`src/rtl/lsu_pkg.sv`:
```
// lsu_pkg: shared funct3 encodings, FSM states and response codes for the load/store unit
package lsu_pkg;
    localparam logic [2:0] LB  = 3'b000;
    localparam logic [2:0] LH  = 3'b001;
    localparam logic [2:0] LW  = 3'b010;
    localparam logic [2:0] LBU = 3'b100;
    localparam logic [2:0] LHU = 3'b101;
    localparam logic [2:0] SB  = 3'b000;
    localparam logic [2:0] SH  = 3'b001;
    localparam logic [2:0] SW  = 3'b010;
    typedef enum logic [1:0] {IDLE, RD, WR, RESP} state_t;
    localparam logic [1:0] RSP_OK       = 2'b00;
    localparam logic [1:0] RSP_MISALIGN = 2'b01;
    localparam logic [1:0] RSP_ILLEGAL  = 2'b10;
    localparam logic [1:0] RSP_TIMEOUT  = 2'b11;
endpackage

```
`src/rtl/lsu_lane_align.sv`:
```
// lsu_lane_align: byte-lane extraction/extension for loads and lane merge plus byte enables for stores
module lsu_lane_align
    import lsu_pkg::*;
(
    input  logic [2:0]  funct3,
    input  logic [1:0]  addr,
    input  logic [31:0] old_word,
    input  logic [31:0] new_data,
    output logic [31:0] load_val,
    output logic [31:0] store_word,
    output logic [3:0]  be
);
    logic [7:0]  b;
    logic [15:0] h;
    logic [31:0] rep;
    always_comb begin
        b = old_word[{addr, 3'b000} +: 8];
        h = addr[1] ? old_word[31:16] : old_word[15:0];
        load_val = funct3 == LB  ? {{24{b[7]}}, b} :
                   funct3 == LBU ? {24'h0, b} :
                   funct3 == LH  ? {{16{h[15]}}, h} :
                   funct3 == LHU ? {16'h0, h} : old_word;
        be = funct3[1:0] == 2'b00 ? 4'b0001 << addr :
             funct3[1:0] == 2'b01 ? 4'b0011 << addr : 4'hF;
        // replicate the store data across lanes so the enabled lanes pick it up in place
        rep = funct3[1:0] == 2'b00 ? {4{new_data[7:0]}} :
              funct3[1:0] == 2'b01 ? {2{new_data[15:0]}} : new_data;
        for (int i = 0; i < 4; i++) store_word[8*i +: 8] = be[i] ? rep[8*i +: 8] : old_word[8*i +: 8];
    end
endmodule

```
`src/rtl/mem_access_unit.sv`:
```
// mem_access_unit: multi-cycle RV32I load/store unit with RMW sub-word stores, error checks and ack timeout
module mem_access_unit
    import lsu_pkg::*;
#(
    parameter int ADDR_W  = 8,
    parameter bit HAS_BE  = 1'b0,
    parameter int TIMEOUT = 15
) (
    input  logic              clk,
    input  logic              rstn,
    input  logic              req_valid,
    output logic              req_ready,
    input  logic              req_we,
    input  logic [2:0]        req_funct3,
    input  logic [31:0]       req_addr,
    input  logic [31:0]       req_wdata,
    output logic              rsp_valid,
    output logic [1:0]        rsp_err,
    output logic [31:0]       rsp_rdata,
    output logic              mem_req,
    output logic              mem_we,
    output logic [ADDR_W-1:0] mem_addr,
    output logic [3:0]        mem_be,
    output logic [31:0]       mem_wdata,
    input  logic              mem_ack,
    input  logic [31:0]       mem_rdata
);
    localparam int CW = $clog2(TIMEOUT + 1);
    state_t            state;
    logic              we_q;
    logic [2:0]        f3_q;
    logic [ADDR_W+1:0] addr_q;
    logic [31:0]       wdata_q, old_q, align_old, load_val, store_word;
    logic [3:0]        lane_be;
    logic [CW-1:0]     cnt;
    logic              legal, misal, go_rd, expired;
    always_comb begin
        legal = req_we ? (req_funct3 == SB || req_funct3 == SH || req_funct3 == SW)
                       : (req_funct3 == LB || req_funct3 == LH || req_funct3 == LW ||
                          req_funct3 == LBU || req_funct3 == LHU);
        misal = (req_funct3[1:0] == 2'b01 && req_addr[0]) ||
                (req_funct3[1:0] == 2'b10 && req_addr[1:0] != 2'b00);
        go_rd = !req_we || (!HAS_BE && req_funct3 != SW);
    end
    // loads extend straight from the bus; RMW merges against the word captured in RD
    assign align_old = state == RD ? mem_rdata : (HAS_BE ? 32'h0 : old_q);
    lsu_lane_align u_align (
        .funct3    (f3_q),
        .addr      (addr_q[1:0]),
        .old_word  (align_old),
        .new_data  (wdata_q),
        .load_val  (load_val),
        .store_word(store_word),
        .be        (lane_be)
    );
    assign req_ready = state == IDLE;
    assign rsp_valid = state == RESP;
    assign mem_req   = state == RD || state == WR;
    assign mem_we    = state == WR;
    assign mem_addr  = mem_req ? addr_q[ADDR_W+1:2] : '0;
    assign mem_be    = !mem_req ? 4'h0 : (HAS_BE && mem_we) ? lane_be : 4'hF;
    assign mem_wdata = mem_we ? store_word : 32'h0;
    assign expired   = cnt == CW'(TIMEOUT);
    always_ff @(posedge clk or negedge rstn) begin
        if (!rstn) begin
            state     <= IDLE;
            we_q      <= 1'b0;
            f3_q      <= 3'b000;
            addr_q    <= '0;
            wdata_q   <= 32'h0;
            old_q     <= 32'h0;
            cnt       <= '0;
            rsp_err   <= RSP_OK;
            rsp_rdata <= 32'h0;
        end else begin
            case (state)
                IDLE: if (req_valid) begin
                    we_q      <= req_we;
                    f3_q      <= req_funct3;
                    addr_q    <= req_addr[ADDR_W+1:0];
                    wdata_q   <= req_wdata;
                    cnt       <= '0;
                    rsp_rdata <= 32'h0;
                    rsp_err   <= !legal ? RSP_ILLEGAL : misal ? RSP_MISALIGN : RSP_OK;
                    state     <= (!legal || misal) ? RESP : go_rd ? RD : WR;
                end
                RD, WR: if (mem_ack) begin
                    cnt <= '0;
                    if (state == WR) state <= RESP;
                    else if (we_q) begin
                        old_q <= mem_rdata;
                        state <= WR;
                    end else begin
                        rsp_rdata <= load_val;
                        state     <= RESP;
                    end
                end else if (expired) begin
                    rsp_err <= RSP_TIMEOUT;
                    state   <= RESP;
                end else cnt <= cnt + 1'b1;
                default: state <= IDLE;
            endcase
        end
    end
endmodule

```
`config.mk`:
```
export PLATFORM = sky130hd
export DESIGN_NAME = mem_access_unit
export DESIGN_NICKNAME = d
export VERILOG_FILES = /design/src/rtl/lsu_pkg.sv /design/src/rtl/lsu_lane_align.sv /design/src/rtl/mem_access_unit.sv
export SDC_FILE = /design/constraint.sdc
export NUM_CORES = 1
export LEC_CHECK = 0
export BUFFER_PORTS_ARGS = -buffer_cell sky130_fd_sc_hd__buf_4
export CORE_AREA = 2 2 117 119
export DETAILED_ROUTE_END_ITERATION = 12
export DIE_AREA = 0 0 119 121
export PLACE_DENSITY = 0.87
export SYNTH_ARGS = -nofsm -noshare
export SYNTH_HDL_FRONTEND = slang
export SYNTH_SLANG_ARGS = --single-unit
```
`constraint.sdc`:
```
create_clock -name clk -period 3.5 [get_ports clk]
set_input_delay 0.7 -clock clk [delete_from_list [all_inputs] [get_ports clk]]
set_output_delay 0.7 -clock clk [all_outputs]
set_load 0.05 [all_outputs]
```
Word level (Yosys, flattened, before mapping) --
Cells that the tools add are included.
Storage, ports and cells: flip-flop bits (word level) 118, bits of input ports 104, output and inout port bits 82
Cells by class: muxes and demuxes 40, reductions and logical operators 25, shift operators 3, add/subtract/negate cells 1, equal/unequal tests 23, bitwise gates (word level) 1
Operators by type and width (count):
- 2-to-1 mux 32 bit | 12
- case mux 32 bit (2 select lines) | 1
- 2-to-1 mux 8 bit | 5
- variable part select 32 x 6 -> 8 bit | 1
- 2-to-1 mux 4 bit | 6
- 2-to-1 mux 16 bit | 1
- 2-to-1 mux 2 bit | 8
- equality test 3 bit (second input constant) | 4
- != test 2 bit (second input constant) | 6
- logical OR 1 bit | 8
- case mux 2 bit (2 select lines) | 2
- case mux 4 bit (2 select lines) | 1
- AND reduction 4 bit | 2
- equality test 2 x 1 -> 1 bit (second input constant) | 3
- equality test 2 bit (second input constant) | 3
- equality test 3 x 1 -> 1 bit (second input constant) | 2
- logical NOT 3 bit | 2
- != test 3 bit (second input constant) | 2
- AND reduction 5 bit | 1
- adder 4 x 1 -> 4 bit (second input constant) | 1
- equality test 4 bit (second input constant) | 1
- logical NOT 2 bit | 2
- 2-to-1 mux 1 bit | 4
- AND reduction 2 bit | 2
- 10 further kinds | 13

Depth between registers and ports, before layout --
Gate-level depths: netlist of run 1.
word-level depth 11, depth in mapped cells 9, depth with buffers taken out 6

Cells and area by module --
From an unflattened synthesis of run 1, not the netlist that was laid out.
Second synthesis, totals: cell total of the unflattened synthesis 669, area, all modules 7282.0 um2
By module, submodules not included:
- mem_access_unit | area each 5560.3 um2, times used 1, seq. area each 2952.8 um2, cells an instance 457
- lsu_lane_align | area each 1721.7 um2, times used 1, seq. area each 0.0 um2, cells an instance 212

Least setup slack after synthesis of run 1 --
Ideal clock, no wire load.
kind reg-to-output, start point register addr_q[0], end point output mem_wdata[23], required time 2.800 ns, cell stages (with the launch flop) 8, path slack 0.599 ns, arrival 2.201 ns, path buffers 2, path through dfrtp_1 -> buf_2 -> buf_2 -> inv_1 -> ha_1 -> a211oi_1 -> nand2_1 -> and3_1
Between the ends: word-level cells in the longest chain between the ends 5
Ends and longest elaborated chain:
- start: declaration | line mem_access_unit.sv:32 | logic [ADDR_W+1:0] addr_q;
- start signal: assignment | line mem_access_unit.sv:80 | addr_q <= req_addr[ADDR_W+1:0];
- << shifter 2 x 2 -> 4 bit | line lsu_lane_align.sv:24 | funct3[1:0] == 2'b01 ? 4'b0011 << addr : 4'hF;
- 2-to-1 mux 4 bit | line lsu_lane_align.sv:24
- 2-to-1 mux 4 bit (*) | line lsu_lane_align.sv:23 | be = funct3[1:0] == 2'b00 ? 4'b0001 << addr :
- 2-to-1 mux 8 bit (*) | line lsu_lane_align.sv:28 | for (int i = 0; i < 4; i++) store_word[8*i +: 8] = be[i] ? rep[8*i +: 8] : old_word[8*i +: 8];
- 2-to-1 mux 32 bit (*) | line mem_access_unit.sv:62 | assign mem_wdata = mem_we ? store_word : 32'h0;
- end: declaration | line mem_access_unit.sv:24 | output logic [31:0] mem_wdata,
Every way passes the cells marked *; elsewhere a longest branch is shown, timed or not.

Worst setup path in the final report of run 1 --
start point register f3_q[0], end point output mem_wdata[29]
Between the ends: word-level cells in the longest chain between the ends 5
Ends and longest elaborated chain:
- start: declaration | line mem_access_unit.sv:31 | logic [2:0] f3_q;
- start signal: assignment | line mem_access_unit.sv:79 | f3_q <= req_funct3;
- equality test 2 x 1 -> 1 bit | line lsu_lane_align.sv:24, lsu_lane_align.sv:27
- 2-to-1 mux 32 bit / 2-to-1 mux 4 bit (equally long branches) | line lsu_lane_align.sv:27, lsu_lane_align.sv:24
- 2-to-1 mux 32 bit / 2-to-1 mux 4 bit (equally long branches) | line lsu_lane_align.sv:26, lsu_lane_align.sv:23
- 2-to-1 mux 8 bit (*) | line lsu_lane_align.sv:28
- 2-to-1 mux 32 bit (*) | line mem_access_unit.sv:62
Marked as above.

==> impl_metrics.csv, run 1 <==
group,metric,value,unit
status,status,"finished, final reports clean",
synth,yosysWarnings,0,
sta,skew,0.00621,ns
finish,layout_commonest_cell,"buf_4",
clocking,root_buffer,"clkbuf_16",
setup_path,cp_data_required_time,2.80,ns
setup_path,cp_slowest_stage_delay,0.93,ns
global_routing,use_met1,37.3,%
sta,max_freq,0.300,GHz
setup_path,setup.worst_path.end_class,"output pin",
synth,async_reset_ff_share,100,%
finish,nets,904,
finish,post-route-util,68.7,%
synth,syn_avg_cell_area,11.1,um2
sta,finalWorstSetupSlack,0.164,ns
route,wl,20100,um
floorplan,core-area,13100,um2
worst_hold_path,hp-class,"input pin to asynchronous set/reset pin",
setup_path,r2r_slack,0.73,ns
floorplan,chipHeight,121,um
synth,yosysSeqAreaShare,42.1,%
synth,synthFlopType,"dfrtp_1",
route,drt_iter0_markers,472,
route,first_pass_iters,5,
synth,synth_edf_count,0,
floorplan,io_pins,186,
global_routing,overflow,0,
setup_path,cp_cell_sequence,"buf_4, mux2_2, mux2i_1, mux2i_1, and2_1, buf_4",
route,wl_per_cell,20.6,um
global_routing,grt_util_met2,47.3,%
clocking,clkLatencyLatePin,0.41,ns
clocking,cts_tree,"yes",
route,vias,5850,
sta,setup-tns-final,0,ns
synth,synth_cell_types,48,
setup_path,critPathKind,"flip-flop to output pin",
clocking,numCtsBuffers,17,
floorplan,die_x,119,um
sta,slew_headroom,31.4,%
sta,final-setup-viol-count,0,
sta,fin_crit_sh,95.3,%
setup_path,cp_slowest_cell,"dfrtp_1",
place,detailed_place_hpwl,14800,um
clocking,clkTransAtPathRegs,0.05,ns
sta,fin_hold_ws,0.469,ns
route,postRouteAntennaNets,0,
setup_path,reg2reg_from,"state[1]$_DFFE_PN0P_",
floorplan,start_util,53.6,%
sta,fin_crit,3.34,ns
finish,drive_above_1_share,45.4,%
global_routing,grtUsageMet3,5.92,%
global_routing,antenna_found_initial,0,
sta,final-hold-violation-count,0,
route,drc,0,
finish,layout-area-overhead-vs-synth,28.1,%
clocking,postCtsHoldBufs,0,
sta,rsz0062_at_grt,"no",
place,place_congestion,0.904,
setup_path,worstPathArrival,2.64,ns
clocking,post-cts-setup-buffers,0,
clocking,cts_buffer_depth,2,
global_routing,grt_max_degree,80,
clocking,cts_resized,0,
sta,tightest_slew,1.03,ns
setup_path,r2r.worst_path.cells,6,
floorplan,die_area,14400,um2
floorplan,rows,42,
place,portBuffers,163,
setup_path,startpoint_type,"flip-flop",
finish,final_cell_mix,"buf_4 (188), dfrtp_1 (118), mux2_2 (93), nand2_1 (87), mux2i_1 (49)",
clocking,cts_sinks,118,
route,vias_per_cell,5.99,
global_routing,grt.total_usage,28.8,%
synth,synth_area,7020,um2
global_routing,grt_pass1_vias,5870,
setup_path,path_max_fanout,26,
global_routing,grt-busiest-layer,"met2",
synth,syn-num-nets,744,
sta,slew_viol_final,0,
synth,synthCells,631,
setup_path,crit_family,"flip-flops",
clocking,htree_num_levels,4,
finish,antenna_cells,0,
place,dp_slack,0.647,ns
run,cap_violations,0,
synth,synth.ff_latch_count,118,
setup_path,path_buf_inv,2,
global_routing,grt_pass1_wl,31600,um
setup_path,r2r_end,"rsp_rdata[29]$_DFFE_PN0P_",
setup_path,path_depth,6,
[cell families after synthesis]
logic type,count (synthesis),share of synthesized area [%]
adders and majority gates,9,1.60
AOI/OAI and AO/OA,100,11.8
muxes,159,27.4
buffers and inverters,56,3.80
DFF,118,42.1
and+or+nand+nor,189,13.3
[through the flow]
step	area (um2)	cells
floorplan	7020	631
global placement	8460	948
detailed placement	8460	948
CTS	8990	977
global route	8990	977
finish	8990	977
[Yosys cell counts, drive strengths merged, types with 14 or more instances]
master / number / area share (%)
nor2: 16 / 0.86
nand3: 14 / 1.0
dfrtp: 118 / 42
and2: 23 / 2.1
mux2: 93 / 15
o211a: 15 / 2.1
clkbuf: 25 / 1.3
o21ai: 16 / 1.1
buf: 24 / 2.1
or2: 15 / 1.3
mux4: 16 / 5.3
a221o: 23 / 3.6
mux2i: 50 / 7.2
a21oi: 14 / 1.0
nand2: 88 / 4.7
[state kept, by name, summed over array words and instances (netlist names)]
| register | flops |
|---|---|
| cnt | 4 |
| f3_q | 3 |
| addr_q | 10 |
| old_q | 32 |
| rsp_err | 2 |
| rsp_rdata | 32 |
| wdata_q | 32 |
| state | 2 |
| we_q | 1 |
[worst max-delay path by stage]
stage                          start            end
6_report         f3_q[0]$_DFFE_PN0P_  mem_wdata[29]
5_1_grt          f3_q[0]$_DFFE_PN0P_  mem_wdata[15]
4_1_cts          f3_q[0]$_DFFE_PN0P_  mem_wdata[26]
3_5_place_dp     f3_q[0]$_DFFE_PN0P_  mem_wdata[29]
3_3_place_gp     f3_q[0]$_DFFE_PN0P_  mem_wdata[30]
2_1_floorplan  addr_q[0]$_DFFE_PN0P_  mem_wdata[23]
[cell type report]
type	instances	area (um2)
fillers	968	4100
multi-input cells	457	3810
flip-flops and latches	118	2950
repair buffers	190	1450
clock buffers	24	482
well taps	176	220
clock inverters	5	50.0
inverters	7	26.3
[per-layer routing]
metal	up-vias	wire length, um	share of wire, %
met5	-	0	0
met4	0	550	2.7
met3	43	1600	7.9
met2	292	9810	49
met1	2885	8190	41
li1	2630	-	-
[worst register-to-register path: cells and delay by family, from the launching register on]
family          cells  cell delay, ns
compound gates      2            0.71
flops               1            0.40
simple gates        1            0.44
fa+ha+maj           1            0.71
buf+inv             2            0.39
Power of run 1 is not shown: default switching activity piles up to over one toggle a cycle in this logic, so the estimate is an artifact.
==> run 2, diff against run 1 <==
clock period = 3.6 ns   (was 3.5 ns; I/O delays follow)
==> run 2 against run 1 <==
  * Register-to-register slack worse by 0.03 ns
  * Routed wire length is 4.0% higher
  * Via count is 2.6% higher
  * Largest cell class unchanged
==> impl_metrics.csv, run 2 (synthesis results as in run 1) <==
group,metric,value,unit
status,status,"finished, final reports clean",
setup_path,setup.worst_path.end_class,"output pin",
floorplan,die_x,119,um
global_routing,grt.total_usage,29.5,%
finish,layout_commonest_cell,"buf_4",
setup_path,cp_cell_sequence,"inv_1, ha_2, buf_4, mux2i_1, nand2_1, and3_1, buf_4",
clocking,cts_buffer_depth,2,
clocking,htree_num_levels,4,
finish,final_cell_mix,"buf_4 (187), dfrtp_1 (118), mux2_2 (93), nand2_1 (87), mux2i_1 (49)",
setup_path,startpoint_type,"flip-flop",
route,wl,20900,um
clocking,post-cts-setup-buffers,0,
global_routing,grt-busiest-layer,"met2",
clocking,numCtsBuffers,17,
route,drc,0,
place,dp.cells,945,
global_routing,antenna_found_initial,0,
floorplan,io_pins,186,
setup_path,crit_family,"buffers and inverters",
setup_path,path_max_fanout,11,
sta,final-hold-violation-count,0,
setup_path,worstPathArrival,2.76,ns
place,portBuffers,163,
global_routing,grt_pass1_vias,5964,
clocking,cts_sinks,118,
setup_path,cp_slowest_cell,"mux2i_1",
floorplan,chipHeight,121,um
route,wl_per_cell,21.4,um
setup_path,crit_start,"state[1]$_DFFE_PN0P_",
clocking,clkTransAtPathRegs,0.06,ns
setup_path,cp_slowest_stage_delay,0.56,ns
sta,skew,0.0111,ns
global_routing,grt_util_met2,47.0,%
floorplan,rows,42,
finish,n_fill_cell,948,
sta,tightest_slew,1.14,ns
route,first_pass_iters,5,
finish,post-route-util,68.9,%
clocking,root_buffer,"clkbuf_16",
sta,slew_viol_final,0,
finish,layout-area-overhead-vs-synth,28.5,%
place,detailed_place_hpwl,15100,um
global_routing,use_met1,37.1,%
run,cap_violations,0,
setup_path,worst_path_most_repeated_cell,"buf_4",
finish,design_area,9020,um2
route,postRouteAntennaNets,0,
route,drt_iter0_markers,477,
floorplan,die_area,14400,um2
clocking,cts_tree,"yes",
route,vias_per_cell,6.15,
finish,drive_above_1_share,45.9,%
place,place_congestion,0.919,
sta,fin_crit,3.48,ns
route,vias,6005,
finish,fin_cells,977,
floorplan,core-area,13100,um2
clocking,cts_resized,0,
global_routing,grt_max_degree,51,
clocking,clkLatencyLatePin,0.42,ns
setup_path,cp_data_required_time,2.88,ns
place,place_area,8410,um2
setup_path,path_buf_inv,3,
finish,antenna_cells,0,
worst_hold_path,hp-class,"input pin to asynchronous set/reset pin",
setup_path,critPathKind,"flip-flop to output pin",
global_routing,overflow,0,
finish,nets,901,
floorplan,start_util,53.6,%
sta,fin_crit_sh,96.6,%
sta,setup-tns-final,0,ns
sta,max_freq,0.287,GHz
finish,top_regs,"old_q (32), rsp_rdata (32), wdata_q (32)",
global_routing,grtUsageMet3,7.00,%
setup_path,reg2reg_from,"state[1]$_DFFE_PN0P_",
sta,rsz0062_at_grt,"no",
global_routing,grt_pass1_wl,32300,um
sta,slew_headroom,24.2,%
sta,final-setup-viol-count,0,
clocking,postCtsHoldBufs,0,
run 2: cell types whose count changed in the layout (fill, tap and decap cells not counted), sizes merged:
| cell | delta |
|---|---|
| clkinv | +2 |
| buf | -3 |
| bufinv | +1 |
run 2: routing by layer:
metal  vias to the layer above  wire length [um]
met4                         0               977
li1                       2623                 -
met1                      2968              8170
met3                        78              1810
met2                       336              9980
met5                         -                 0
run 2: area by class of cell:
| class | instances | area, um2 | share of cell area [%] |
|---|---|---|---|
| clock inverters | 8 | 93.8 | 1.04 |
| repair buffers | 187 | 1400 | 15.6 |
| clock buffers | 24 | 512 | 5.67 |
| flip-flops and latches | 118 | 2950 | 32.7 |
| well taps | 176 | 220 | 2.44 |
| multi-input cells | 457 | 3810 | 42.3 |
| inverters | 7 | 26.3 | 0.291 |
run 2: path summary, 6_finish.rpt:
kind,slack (ns),cells after the start,endpoint
max in group asynchronous,2.27,2,old_q[29]$_DFFE_PN0P_
worst max register to register,0.70,8,rsp_rdata[16]$_DFFE_PN0P_
min in group clk,0.50,1,addr_q[4]$_DFFE_PN0P_
worst min register to register,0.50,1,addr_q[4]$_DFFE_PN0P_
worst min-delay path,0.31,1,old_q[11]$_DFFE_PN0P_
worst max-delay path,0.12,7,mem_wdata[23]
run 2: through the flow:
| step | hold WS (ns) | setup slack, ns |
|---|---|---|
| after global routing | 0.375 | 0.0409 |
| after floorplan | 0.424 | 0.679 |
| after detailed placement | 0.490 | 0.616 |
| final | 0.313 | 0.121 |
| after CTS | 0.346 | 0.156 |
| after global placement | 0.480 | 0.713 |
run 2: worst register-to-register path, delay by kind of cell, from the launching register on:
family | cells | cell delay (ns)
AO/OA/AOI/OAI | 1 | 0.33
adder cells (fa/ha/maj) | 1 | 0.38
buffers and inverters | 3 | 0.61
flip-flops | 1 | 0.41
multiplexers | 2 | 0.99
AND/OR/NAND/NOR | 1 | 0.04
Power of run 2 is left out for the same reason.
